<file path="src/rtl/ldpc_iteration_controller_if.sv">
// Frame start, core strobes and result handshake between the LDPC iteration controller and its environment.
// master = controller side, slave = frame source / decoder core / result consumer side.
interface ldpc_iteration_controller_if #(
  parameter int ADDR_W = 8,
  parameter int ITER_W = 6
);
  logic              start_valid;
  logic              start_ready;
  logic              abort;
  logic              syndrome_ok;
  logic              load_en;
  logic              cn_en;
  logic              vn_en;
  logic [ADDR_W-1:0] phase_addr;
  logic              busy;
  logic              done_valid;
  logic              done_ready;
  logic              converged;
  logic [ITER_W-1:0] iter_count;

  modport master (
    input  start_valid, abort, syndrome_ok, done_ready,
    output start_ready, load_en, cn_en, vn_en, phase_addr, busy, done_valid, converged, iter_count
  );

  modport slave (
    output start_valid, abort, syndrome_ok, done_ready,
    input  start_ready, load_en, cn_en, vn_en, phase_addr, busy, done_valid, converged, iter_count
  );
endinterface

</file>
<file path="src/rtl/ldpc_iteration_controller.sv">
// LDPC decode sequencer: LOAD, then CN -> VN -> CHK sweeps until syndrome pass, MAX_ITER or abort.
// Moore outputs straight from state/counter flops; start taken only in IDLE, result held in DONE until done_ready.
module ldpc_iteration_controller #(
  parameter int LOAD_CYCLES = 128,
  parameter int CN_CYCLES   = 64,
  parameter int VN_CYCLES   = 128,
  parameter int MAX_ITER    = 20,
  parameter int ADDR_W      = 8,
  parameter int ITER_W      = 6
) (
  input logic                        clk_in,
  input logic                        rst_n,
  ldpc_iteration_controller_if.master bus
);

  typedef enum logic [2:0] {
    S_IDLE, S_LOAD, S_CN, S_VN, S_CHK, S_DONE
  } state_t;

  state_t            state_q, state_d;
  logic [ADDR_W-1:0] cnt_q, cnt_d;
  logic [ITER_W-1:0] iter_q, iter_d;
  logic              conv_q, conv_d;
  logic              phase_last;

  always_ff @(posedge clk_in) begin
    if (!rst_n) begin
      state_q <= S_IDLE;
      cnt_q   <= '0;
      iter_q  <= '0;
      conv_q  <= 1'b0;
    end else begin
      state_q <= state_d;
      cnt_q   <= cnt_d;
      iter_q  <= iter_d;
      conv_q  <= conv_d;
    end
  end

  always_comb begin
    phase_last = 1'b0;
    case (state_q)
      S_LOAD:  phase_last = (cnt_q == ADDR_W'(LOAD_CYCLES - 1));
      S_CN:    phase_last = (cnt_q == ADDR_W'(CN_CYCLES - 1));
      S_VN:    phase_last = (cnt_q == ADDR_W'(VN_CYCLES - 1));
      default: phase_last = 1'b0;
    endcase
  end

  // The counter is zeroed on every phase exit, so it is always 0 outside LOAD/CN/VN.
  always_comb begin
    state_d = state_q;
    cnt_d   = cnt_q;
    iter_d  = iter_q;
    conv_d  = conv_q;
    case (state_q)
      S_IDLE: begin
        if (bus.start_valid) begin
          state_d = S_LOAD;
          cnt_d   = '0;
          iter_d  = '0;
          conv_d  = 1'b0;
        end
      end
      S_LOAD, S_CN, S_VN: begin
        if (bus.abort) begin
          state_d = S_DONE;
          cnt_d   = '0;
          conv_d  = 1'b0;
        end else if (phase_last) begin
          cnt_d = '0;
          if (state_q == S_LOAD) begin
            state_d = S_CN;
          end else if (state_q == S_CN) begin
            state_d = S_VN;
          end else begin
            state_d = S_CHK;
            iter_d  = iter_q + ITER_W'(1);
          end
        end else begin
          cnt_d = cnt_q + ADDR_W'(1);
        end
      end
      S_CHK: begin
        cnt_d = '0;
        if (bus.abort) begin
          state_d = S_DONE;
          conv_d  = 1'b0;
        end else if (bus.syndrome_ok) begin
          state_d = S_DONE;
          conv_d  = 1'b1;
        end else if (iter_q == ITER_W'(MAX_ITER)) begin
          state_d = S_DONE;
          conv_d  = 1'b0;
        end else begin
          state_d = S_CN;
        end
      end
      S_DONE: begin
        if (bus.done_ready) state_d = S_IDLE;
      end
      default: state_d = S_IDLE;
    endcase
  end

  always_comb begin
    bus.start_ready = (state_q == S_IDLE);
    bus.load_en     = (state_q == S_LOAD);
    bus.cn_en       = (state_q == S_CN);
    bus.vn_en       = (state_q == S_VN);
    bus.phase_addr  = (state_q inside {S_LOAD, S_CN, S_VN}) ? cnt_q : '0;
    bus.busy        = (state_q inside {S_LOAD, S_CN, S_VN, S_CHK});
    bus.done_valid  = (state_q == S_DONE);
    bus.converged   = conv_q;
    bus.iter_count  = iter_q;
  end

endmodule
</file>
<file path="src/flat_wrapper.sv">
// flat-port wrapper written by rule: the top's interface ports become plain ports
module ldpc_iteration_controller_flat 
#(
  parameter int LOAD_CYCLES = 128,
  parameter int CN_CYCLES   = 64,
  parameter int VN_CYCLES   = 128,
  parameter int MAX_ITER    = 20,
  parameter int ADDR_W      = 8,
  parameter int ITER_W      = 6
)
  (clk_in, rst_n, bus_start_valid, bus_abort, bus_syndrome_ok, bus_done_ready, bus_start_ready, bus_load_en, bus_cn_en, bus_vn_en, bus_phase_addr, bus_busy, bus_done_valid, bus_converged, bus_iter_count);
  ldpc_iteration_controller_if #(.ADDR_W(ADDR_W), .ITER_W(ITER_W)) bus_i ();
  input logic clk_in;
  input logic rst_n;
  input wire logic [$bits(bus_i.start_valid)-1:0] bus_start_valid;
  input wire logic [$bits(bus_i.abort)-1:0] bus_abort;
  input wire logic [$bits(bus_i.syndrome_ok)-1:0] bus_syndrome_ok;
  input wire logic [$bits(bus_i.done_ready)-1:0] bus_done_ready;
  output wire logic [$bits(bus_i.start_ready)-1:0] bus_start_ready;
  output wire logic [$bits(bus_i.load_en)-1:0] bus_load_en;
  output wire logic [$bits(bus_i.cn_en)-1:0] bus_cn_en;
  output wire logic [$bits(bus_i.vn_en)-1:0] bus_vn_en;
  output wire logic [$bits(bus_i.phase_addr)-1:0] bus_phase_addr;
  output wire logic [$bits(bus_i.busy)-1:0] bus_busy;
  output wire logic [$bits(bus_i.done_valid)-1:0] bus_done_valid;
  output wire logic [$bits(bus_i.converged)-1:0] bus_converged;
  output wire logic [$bits(bus_i.iter_count)-1:0] bus_iter_count;
  assign bus_i.start_valid = bus_start_valid;
  assign bus_i.abort = bus_abort;
  assign bus_i.syndrome_ok = bus_syndrome_ok;
  assign bus_i.done_ready = bus_done_ready;
  assign bus_start_ready = bus_i.start_ready;
  assign bus_load_en = bus_i.load_en;
  assign bus_cn_en = bus_i.cn_en;
  assign bus_vn_en = bus_i.vn_en;
  assign bus_phase_addr = bus_i.phase_addr;
  assign bus_busy = bus_i.busy;
  assign bus_done_valid = bus_i.done_valid;
  assign bus_converged = bus_i.converged;
  assign bus_iter_count = bus_i.iter_count;
  ldpc_iteration_controller #(.LOAD_CYCLES(LOAD_CYCLES), .CN_CYCLES(CN_CYCLES), .VN_CYCLES(VN_CYCLES), .MAX_ITER(MAX_ITER), .ADDR_W(ADDR_W), .ITER_W(ITER_W)) u_core (.clk_in(clk_in), .rst_n(rst_n), .bus(bus_i));
endmodule
</file>
<file path="config.mk">
export PLATFORM = sky130hd
export DESIGN_NAME = ldpc_iteration_controller_flat
export DESIGN_NICKNAME = d
export VERILOG_FILES = /design/src/rtl/ldpc_iteration_controller_if.sv /design/src/rtl/ldpc_iteration_controller.sv /design/src/flat_wrapper.sv
export SDC_FILE = /design/constraint.sdc
export NUM_CORES = 1
export LEC_CHECK = 0
export ABC_AREA = 1
export BUFFER_PORTS_ARGS = -buffer_cell sky130_fd_sc_hd__buf_2
export CAP_MARGIN = 20
export CORE_MARGIN = 5
export CORE_UTILIZATION = 40
export CTS_BUF_LIST = sky130_fd_sc_hd__clkbuf_4 sky130_fd_sc_hd__clkbuf_8 sky130_fd_sc_hd__clkbuf_16
export CTS_CLUSTER_SIZE = 16
export DETAILED_ROUTE_END_ITERATION = 8
export GPL_ROUTABILITY_DRIVEN = 1
export GPL_TIMING_DRIVEN = 0
export HOLD_SLACK_MARGIN = 0.08
export MAX_ROUTING_LAYER = met4
export PLACE_DENSITY = 0.6
export SLEW_MARGIN = 0
export SYNTH_ARGS = -nofsm -noshare
export SYNTH_HDL_FRONTEND = slang
export SYNTH_SLANG_ARGS = --single-unit
</file>
<file path="constraint.sdc">
create_clock -name clk_in -period 1.5 [get_ports clk_in]
set_input_delay 0.225 -clock clk_in [delete_from_list [all_inputs] [get_ports clk_in]]
set_output_delay 0.225 -clock clk_in [all_outputs]
set_load 0.01 [all_outputs]
</file>
==> results of run 1 <==
-- kinds of logic (layout without fill, tap and decap cells) --
logic type | Yosys count | count (layout) | share of synthesized area, %
compound gates | 23 | 23 | 9.80
xor+xnor | 3 | 3 | 2.19
fa+ha+maj | 3 | 3 | 3.13
buf+inv | 34 | 69 | 10.8
flops | 18 | 18 | 30.0
simple gates | 111 | 111 | 44.0
-- worst register-to-register path, stage by stage (launching register included) --
cell	delay, ps
dfxtp_4	400
nor2_4	180
inv_4	70
buf_6	130
buf_4	130
buf_4	130
a21oi_1	110
nand3_1	110
a21oi_2	120
-- per-layer routing --
metal  up-vias  GRT usage [%]  routed length, microns
met5         -              -                       0
met4         0           7.39                      63
met3         8           2.42                     140
met2        35           24.9                    1420
met1       577           22.4                    1520
li1        681              -                       -
-- timing repair --
action | in CTS | in global routing
setup buffers | 5 | 2
setup endpoints to repair | 23 | 26
cloned | 1 | 0
gates resized for setup | 20 | 30
pin swaps | 4 | 5
-- report_power, final --
group / switching [W] / internal (W)
combinational: 0.00116 / 0.000746
sequential: 0.000108 / 0.000574
clock: 0.000153 / 0.0000934
-- cell type report --
| type | instances | share of cell area (%) |
|---|---|---|
| Buffer | 1 | 0.930 |
| Clock buffer | 3 | 1.40 |
| Inverter | 31 | 7.36 |
| Multi-Input combinational cell | 140 | 50.7 |
| Sequential cell | 18 | 23.3 |
| Tap cell | 31 | 2.40 |
| Timing Repair Buffer | 34 | 14.0 |
-- cells in the final DEF (no fill, tap or decap), types with 7 or more instances in the layout --
| master | netlist | final |
|---|---|---|
| nand2_1 | 44 | 44 |
| inv_1 | 28 | 26 |
| buf_2 | 2 | 21 |
| nand3_1 | 17 | 17 |
| nor2_1 | 23 | 16 |
| a21oi_1 | 16 | 14 |
| dfxtp_1 | 18 | 12 |
| nor2_4 | 3 | 10 |
| buf_4 | 0 | 7 |
-- flip-flops by register name (all words and copies together) (netlist names) --
name and flops:
u_core.bus.converged 1, u_core.bus.iter_count 6, u_core.state_q 3, u_core.cnt_q 8
-- how the worst max path moves through the flow --
stage,to,slack (ps),depth (start not counted)
global route,bus_phase_addr[1],-90,6
CTS,bus_phase_addr[5],-50,7
global placement,u_core.bus.iter_count[2],-110,8
detailed placement,u_core.bus.iter_count[1],-110,9
floorplan,u_core.bus.iter_count[0],130,8
finish,bus_phase_addr[0],-3,6
-- metrics by stage --
stage | TNS [ps] | hold slack (ps) | power (W) | instances | setup WS [ps]
2_1_floorplan | 0 | 348 | 0.00162 | 192 | 128
3_3_place_gp | -1220 | 450 | 0.00195 | 249 | -113
3_5_place_dp | -1230 | 452 | 0.00196 | 249 | -109
4_1_cts | -360 | 203 | 0.00265 | 258 | -50.6
5_1_grt | -735 | 204 | 0.00311 | 258 | -88.2
6_report | -2.57 | 204 | 0.00284 | 258 | -2.57
==> impl_metrics.ini, run 1 <==
[setup_path]
crit_type = flip-flop to output pin
cpPeakStageDelay_ps = 370
r2r_end = u_core.bus.iter_count[4]
crit-reg2reg-launch = u_core.state_q[2]
crit_path_end_kind = output pin
critPathTopFamily = flip-flops
critPathRequiredTime_ps = 1270
crit_path_start = u_core.state_q[0]
reg2regPathDepth = 8
worstPathArrival_ps = 1280
crit_top_cell = nor2_4
slowest_stage = dfxtp_4
regToRegSetupSlack_ps = 70
cp_num_buf_inv = 3
startpoint_type = flip-flop
path_max_fanout = 5
path_cells = nor2_4, nor2_4, inv_4, buf_8, nor2_2, buf_2

[drt]
first_iter_violations = 85
drc = 0
num_vias = 1301
drt-total-wl_microns = 3140
final_antenna_net_count = 0
routed_via_density = 5.04
wl_per_cell_microns = 12.2
dr.pass1.iters = 4

[outcome]
run_status = finished with violations
violations = negative setup slack

[finish]
fin_nets = 238
multiInputGateArea_sq_um = 818
fillers = 286
regArea_sq_um = 375
drive_above_1_share_pct = 33.5
syn_to_final_growth_pct = 34.5
fin_area_sq_mm = 0.00161
final_util_pct = 57.5
antenna_cells = 0

[floorplanning]
fp.dieH_microns = 64.8
rows = 19
initial_core_util_pct = 42.8
die_x_microns = 64.8
io_pins = 27
die-area_sq_mm = 0.00420
fp.coreArea_sq_mm = 0.00281

[grt]
grt_overflow = 0
track_usage_pct = 16.7
grt_pass1_wl_microns = 5460
antenna_found_initial = 0
grt_max_degree = 10
grt_pass1_vias = 1225

[clocking]
insertion_delay_ps = 290
tritoncts = done
htreeDepth = 1
numCtsBuffers = 3
clock_sinks = 18
clk_pin_slew_worst_paths_ps = 100
max-clock-path-buffers = 2
clock-root-buffer = clkbuf_4
cts_hold_buf = 0

[synthesis]
ys_types = 22
synth_edf_count = 0
dominantRegCellSynth = dfxtp_1
yosysWarnings = 0
syn_area_sq_mm = 0.00120
synth_top_area_share_pct = 30.0
synthTopCellsByArea = dfxtp_1 30%, nand2_1 14%, inv_1 8.8%, nor2_1 7.2%, nand3_1 7.1%
synth_common_cells = 44 x nand2_1, 28 x inv_1, 23 x nor2_1
yosysTopAreaCell = dfxtp_1
syn-num-nets = 201
synthArstFlopShare_pct = 0
synth_cells = 192
synth.ff_latch_count = 18
yosysMostFrequentCell = nand2_1
synth_area_per_cell_sq_um = 6.25
yosysSeqAreaShare_pct = 30.0

[sta]
hold_viol_final = 0
slew_viol_final = 0
worst_slack_ps = -2.57
finalSetupViolCount = 1
max_freq_mhz = 666
finalCritPeriodShare_pct = 100
rsz0062_at_grt = yes
timing_worst_slew_pin_value_ps = 347
finalClockSkew_ps = 3.23
fin_crit_ps = 1500
relSlewSlack_pct = 76.8

[placed_design]
hpwl_microns = 2240
io_buffers = 26
gp_congestion = 0.887
placed_cell_area_sq_mm = 0.00137

[power_and_ir_drop]
p_leak_nw = 0.722
peakVddDrop_v = 0.000986
power-per-cell-area_mw_per_mm2 = 1760

[worst_hold_path]
hold_class = input port to flip-flop
holdPathEnd = u_core.bus.converged
hold_path_depth = 3
hold_start = bus_syndrome_ok

[run]
maxCapViolCount = 0
(Power assumes the default switching activity.)
==> inputs of run 2 (changes only) <==
==> constraint.sdc (replaced) <==
create_clock -name clk_in -period 1.5 [get_ports clk_in]
set_input_delay 0.225 -clock clk_in [delete_from_list [all_inputs] [get_ports clk_in]]
set_output_delay 0.225 -clock clk_in [all_outputs]
set_load 0.1 [all_outputs]
==> impl_metrics.ini, run 2 (synthesis gave the netlist of run 1 again) <==
[floorplanning]
fp.coreArea_sq_mm = 0.00281
io_pins = 27
initial_core_util_pct = 42.8
rows = 19
fp.dieH_microns = 64.8
die-area_sq_mm = 0.00420
die_x_microns = 64.8

[finish]
drive_above_1_share_pct = 51.0
multiInputGateArea_sq_um = 965
top_register = u_core.cnt_q
fillers = 206
antenna_cells = 0
final_cell_mix = 31 x nand2_1, 21 x inv_1, 17 x nand3_1, 16 x nor2_4
regArea_sq_um = 382
largest_reg_flops = 8
final_common_cell = nand2_1
fin_area_sq_mm = 0.00209
fin_nets = 249
syn_to_final_growth_pct = 73.9

[drt]
final_antenna_net_count = 0
num_vias = 1403
wl_per_cell_microns = 13.3
routed_via_density = 5.20
drc = 0
first_iter_violations = 75
drt-total-wl_microns = 3600
dr.pass1.iters = 4

[setup_path]
critPathRequiredTime_ps = 1270
regToRegSetupSlack_ps = 10
path_max_fanout = 5
cp_num_buf_inv = 2
slowest_stage = dfxtp_4
critPathTopFamily = simple AND/OR/NAND/NOR gates
startpoint_type = flip-flop
cpPeakStageDelay_ps = 370
worstPathArrival_ps = 1380
crit_type = flip-flop to output pin
crit_path_end_kind = output pin
crit_top_cell = nor2_4
path_cells = nor2_4, inv_4, nor2_4, or2_4, buf_12

[outcome]
violations = negative setup slack
run_status = finished with violations

[clocking]
max-clock-path-buffers = 2
clock-root-buffer = clkbuf_4
clock_sinks = 18
numCtsBuffers = 3
clk_pin_slew_worst_paths_ps = 110
htreeDepth = 1
insertion_delay_ps = 290
tritoncts = done

[sta]
finalClockSkew_ps = 2.76
max_freq_mhz = 625
timing_worst_slew_pin_value_ps = 486
fin_worst_hold_slack_ps = 205
finalSetupViolCount = 12
slew_viol_final = 0
rsz0062_at_grt = yes
tns_ps = -873
finalCritPeriodShare_pct = 107
relSlewSlack_pct = 67.8
fin_crit_ps = 1600
hold_viol_final = 0
worst_slack_ps = -101

[worst_hold_path]
hold_class = input port to flip-flop

[power_and_ir_drop]
combPwrFrac_pct = 77.6
power_w = 0.00445
internal_power_w = 0.00200
power-per-cell-area_mw_per_mm2 = 2130
pwr-share-seq_pct = 15.5
p_clk_share_pct = 6.9
p_leak_nw = 0.865
switching_share_pct = 55.0
netSwitchingPower_w = 0.00245
peakVddDrop_v = 0.00200

[grt]
grt_overflow = 0
track_usage_pct = 18.1
grt_pass1_wl_microns = 5990
grt_pass1_vias = 1333
antenna_found_initial = 0
grt_max_degree = 11

[placed_design]
gp_congestion = 0.825
hpwl_microns = 2450
io_buffers = 26
placed_cell_area_sq_mm = 0.00146

[run]
maxCapViolCount = 0
-- run 2: changes by cell type in the layout (fill, tap and decap cells not counted), moves of 4 or more --
cell,change
nand2_1,-13
buf_2,-10
dfxtp_1,-5
inv_1,-5
nor2_4,+6
buf_4,+8
buf_12,+15
nor2_1,-5
dfxtp_2,+5
nand2_2,+8
nand2_4,+4
-- run 2: layout make-up --
type                    instances  area share [%]
plain buffers                   1           0.959
clock buffers                   4            1.74
well taps                      31            1.86
multi-input cells             140            46.2
repair buffers                 45            24.8
flip-flops and latches         18            18.3
inverters                      31            6.18
-- run 2: routing by layer --
layer  vias to the layer above  wire length (microns)  GRT usage (%)
met4                         0                      5           3.96
met2                        32                   1780           30.4
met3                         2                    186           2.59
li1                        701                      -              -
met5                         -                      0              -
met1                       668                   1640           23.2
-- run 2: power groups by stage --
stage | Sequential, W | Clock (W) | Combinational [W]
6_report | 0.000689 | 0.000308 | 0.00345
5_1_grt | 0.000702 | 0.000347 | 0.00365
4_1_cts | 0.000662 | 0.000318 | 0.00293
3_5_place_dp | 0.000661 | 0 | 0.00223
3_3_place_gp | 0.000657 | 0 | 0.00219
2_1_floorplan | 0.000829 | 0 | 0.00169
-- run 2: timing repair --
action | CTS | global route
resized for setup | 67 | 63
endpoints found under the hold margin | 0 | 0
setup endpoints to repair | 28 | 32
setup buffers | 8 | 10
pin swaps | 11 | 25
cloned | 1 | 0
hold buffers | 0 | 0
-- run 2: worst paths after layout --
path | endpoint | cells after the start | start
setup reg to reg | u_core.cnt_q[7] | 10 | u_core.state_q[0]
hold reg to reg | u_core.bus.converged | 2 | u_core.bus.converged
setup / recovery | bus_busy | 5 | u_core.state_q[0]
hold / removal | u_core.bus.converged | 3 | bus_syndrome_ok
-- run 2: tightest hold or removal path, stage by stage --
cell and delay (ps):
buf_2 100, nand3_1 70, a21oi_1 60
-- run 2: metrics by stage --
stage	setup slack, ps	std cells	utilization [%]
2_1_floorplan	-326	192	-
3_3_place_gp	-222	249	51.9
3_5_place_dp	-226	249	51.9
4_1_cts	-174	262	65.1
5_1_grt	-167	270	74.4
6_report	-101	270	74.4
==> inputs of run 3 (changes only) <==
Settings changed: CORE_MARGIN 5 to 3, HOLD_SLACK_MARGIN 0.08 to default, MAX_ROUTING_LAYER met4 to default.
==> impl_metrics.ini, run 3 (synthesis gave the netlist of run 1 again) <==
[floorplanning]
rows = 19
die_x_microns = 60.8
fp.coreArea_sq_mm = 0.00281
io_pins = 27
initial_core_util_pct = 42.8
fp.dieH_microns = 60.8
die-area_sq_mm = 0.00369

[drt]
dr.pass1.iters = 4
wl_per_cell_microns = 14.7
maxUsedRoutingLayer = met4
met3WireLength_microns = 186
routed_via_density = 5.30
drc = 0
first_iter_violations = 37
drt-total-wl_microns = 3950
final_antenna_net_count = 0
met1_length_microns = 1710
met2_length_microns = 1990
num_vias = 1425

[finish]
syn_to_final_growth_pct = 75.0
fin_nets = 248
final_common_cell = nand2_1
fin_cells = 269
antenna_cells = 0
largest_reg_flops = 8
final_cell_mix = 31 x nand2_1, 18 x inv_1, 15 x nand3_1, 15 x nor2_4, 15 x buf_12
drive_above_1_share_pct = 52.9
top_register = u_core.cnt_q

[clocking]
max-clock-path-buffers = 2
numCtsBuffers = 3
cts_hold_buf = 0
clock_sinks = 18
insertion_delay_ps = 310
clock-root-buffer = clkbuf_4
htreeDepth = 1
clk_pin_slew_worst_paths_ps = 130
tritoncts = done

[setup_path]
cpPeakStageDelay_ps = 390
reg2regPathDepth = 10
crit_top_cell = nor2_4
startpoint_type = flip-flop
regToRegSetupSlack_ps = -60
crit_type = flip-flop to output pin
crit_path_end_kind = output pin
slowest_stage = dfxtp_4
critPathRequiredTime_ps = 1270
cp.depth = 6
cp_num_buf_inv = 3
crit_path_end = bus_phase_addr[5]
path_cells = nor2_4, nor2_4, inv_4, clkbuf_16, nor2_4, buf_12
path_max_fanout = 4
crit-reg2reg-launch = u_core.state_q[0]
worstPathArrival_ps = 1430
critPathTopFamily = buffers and inverters
r2r_end = u_core.bus.converged
crit_path_start = u_core.state_q[1]

[sta]
slew_viol_final = 0
relSlewSlack_pct = 67.6
finalCritPeriodShare_pct = 111
fin_worst_hold_slack_ps = 200
finalClockSkew_ps = 10.9
rsz0062_at_grt = yes
timing_worst_slew_pin_value_ps = 490
worst_slack_ps = -158
finalSetupViolCount = 17
max_freq_mhz = 603
hold_viol_final = 0
fin_crit_ps = 1660

[placed_design]
gp_congestion = 0.835
hpwl_microns = 2290
dp.cells = 249
io_buffers = 26

[power_and_ir_drop]
p_clk_share_pct = 6.9
p_leak_nw = 0.849
pwr-share-seq_pct = 14.4
combPwrFrac_pct = 78.7
power-per-cell-area_mw_per_mm2 = 2280
switching_share_pct = 56.5
peakVddDrop_v = 0.00221
netSwitchingPower_w = 0.00270
internal_power_w = 0.00208

[grt]
antenna_found_initial = 0
grt_pass1_vias = 1198
track_usage_pct = 18.7
grt_pass1_wl_microns = 5360
grt_max_degree = 11
grt_overflow = 0

[worst_hold_path]
hold_class = input port to flip-flop

[outcome]
violations = negative setup slack
run_status = finished with violations

[run]
maxCapViolCount = 0
run 3: cell count changes in the layout (fill, tap and decap cells not counted), moves of 3 or more:
| cell | delta |
|---|---|
| dfxtp_2 | -4 |
| buf_4 | -3 |
| inv_1 | -3 |
| nand3_2 | +3 |
run 3: worst register-to-register path, delay by kind of cell, from the launching register on:
| family | cells | cell delay [ps] |
|---|---|---|
| buffers and inverters | 2 | 190 |
| AO/OA/AOI/OAI | 1 | 100 |
| flip-flops | 1 | 380 |
| AND/OR/NAND/NOR | 7 | 820 |
run 3: worst min-delay path by stage:
stage	endpoint	cells after the start	slack, ps	startpoint
finish	u_core.cnt_q[0]	3	200	rst_n
global route	u_core.cnt_q[0]	3	200	rst_n
detailed placement	u_core.bus.converged	2	460	u_core.bus.converged
floorplan	u_core.cnt_q[4]	2	350	rst_n
global placement	u_core.bus.converged	2	450	u_core.bus.converged
CTS	u_core.bus.converged	3	180	bus_syndrome_ok
run 3: power by group through the flow:
stage	sequential (W)	clock [W]	combinational, W
2_1_floorplan	0.000829	0	0.00169
3_3_place_gp	0.000658	0	0.00219
3_5_place_dp	0.000658	0	0.00221
4_1_cts	0.000659	0.000323	0.00264
5_1_grt	0.000696	0.000351	0.00397
6_report	0.000686	0.000331	0.00376
run 3: what timing repair did:
| action | CTS | global route |
|---|---|---|
| pin swaps | 3 | 26 |
| buffers inserted | 3 | 13 |
| setup endpoints to repair | 28 | 31 |
| gates resized for setup | 61 | 77 |
| gates cloned | 0 | 2 |
run 3: layout make-up:
| cell class | count | area (sq um) |
|---|---|---|
| tap | 31 | 38.8 |
| sequential | 18 | 384 |
| buffer | 1 | 20.0 |
| clock buffer | 4 | 36.3 |
| timing repair buffer | 43 | 503 |
| inverter | 31 | 131 |
| fill | 213 | 706 |
| multi-input combinational | 141 | 986 |
run 3: routing by layer:
layer / vias to the layer above / global-route usage (%)
li1: 706 / -
met1: 662 / 24.8
met2: 48 / 31.0
met3: 9 / 2.34
met4: 0 / 6.81
met5: - / 0
run 3: per-stage QoR:
step                worst slack (ps)  utilization, %  TNS (ps)  instance area (sq um)  total power, W
floorplan                       -326               -     -5210                   1290         0.00252
global placement                -169            51.9     -2680                   1460         0.00284
detailed placement              -185            51.9     -2570                   1460         0.00286
CTS                             -198            62.1     -1710                   1740         0.00362
global route                    -197            74.8     -3130                   2100         0.00502
finish                          -158            74.8     -1630                   2100         0.00478
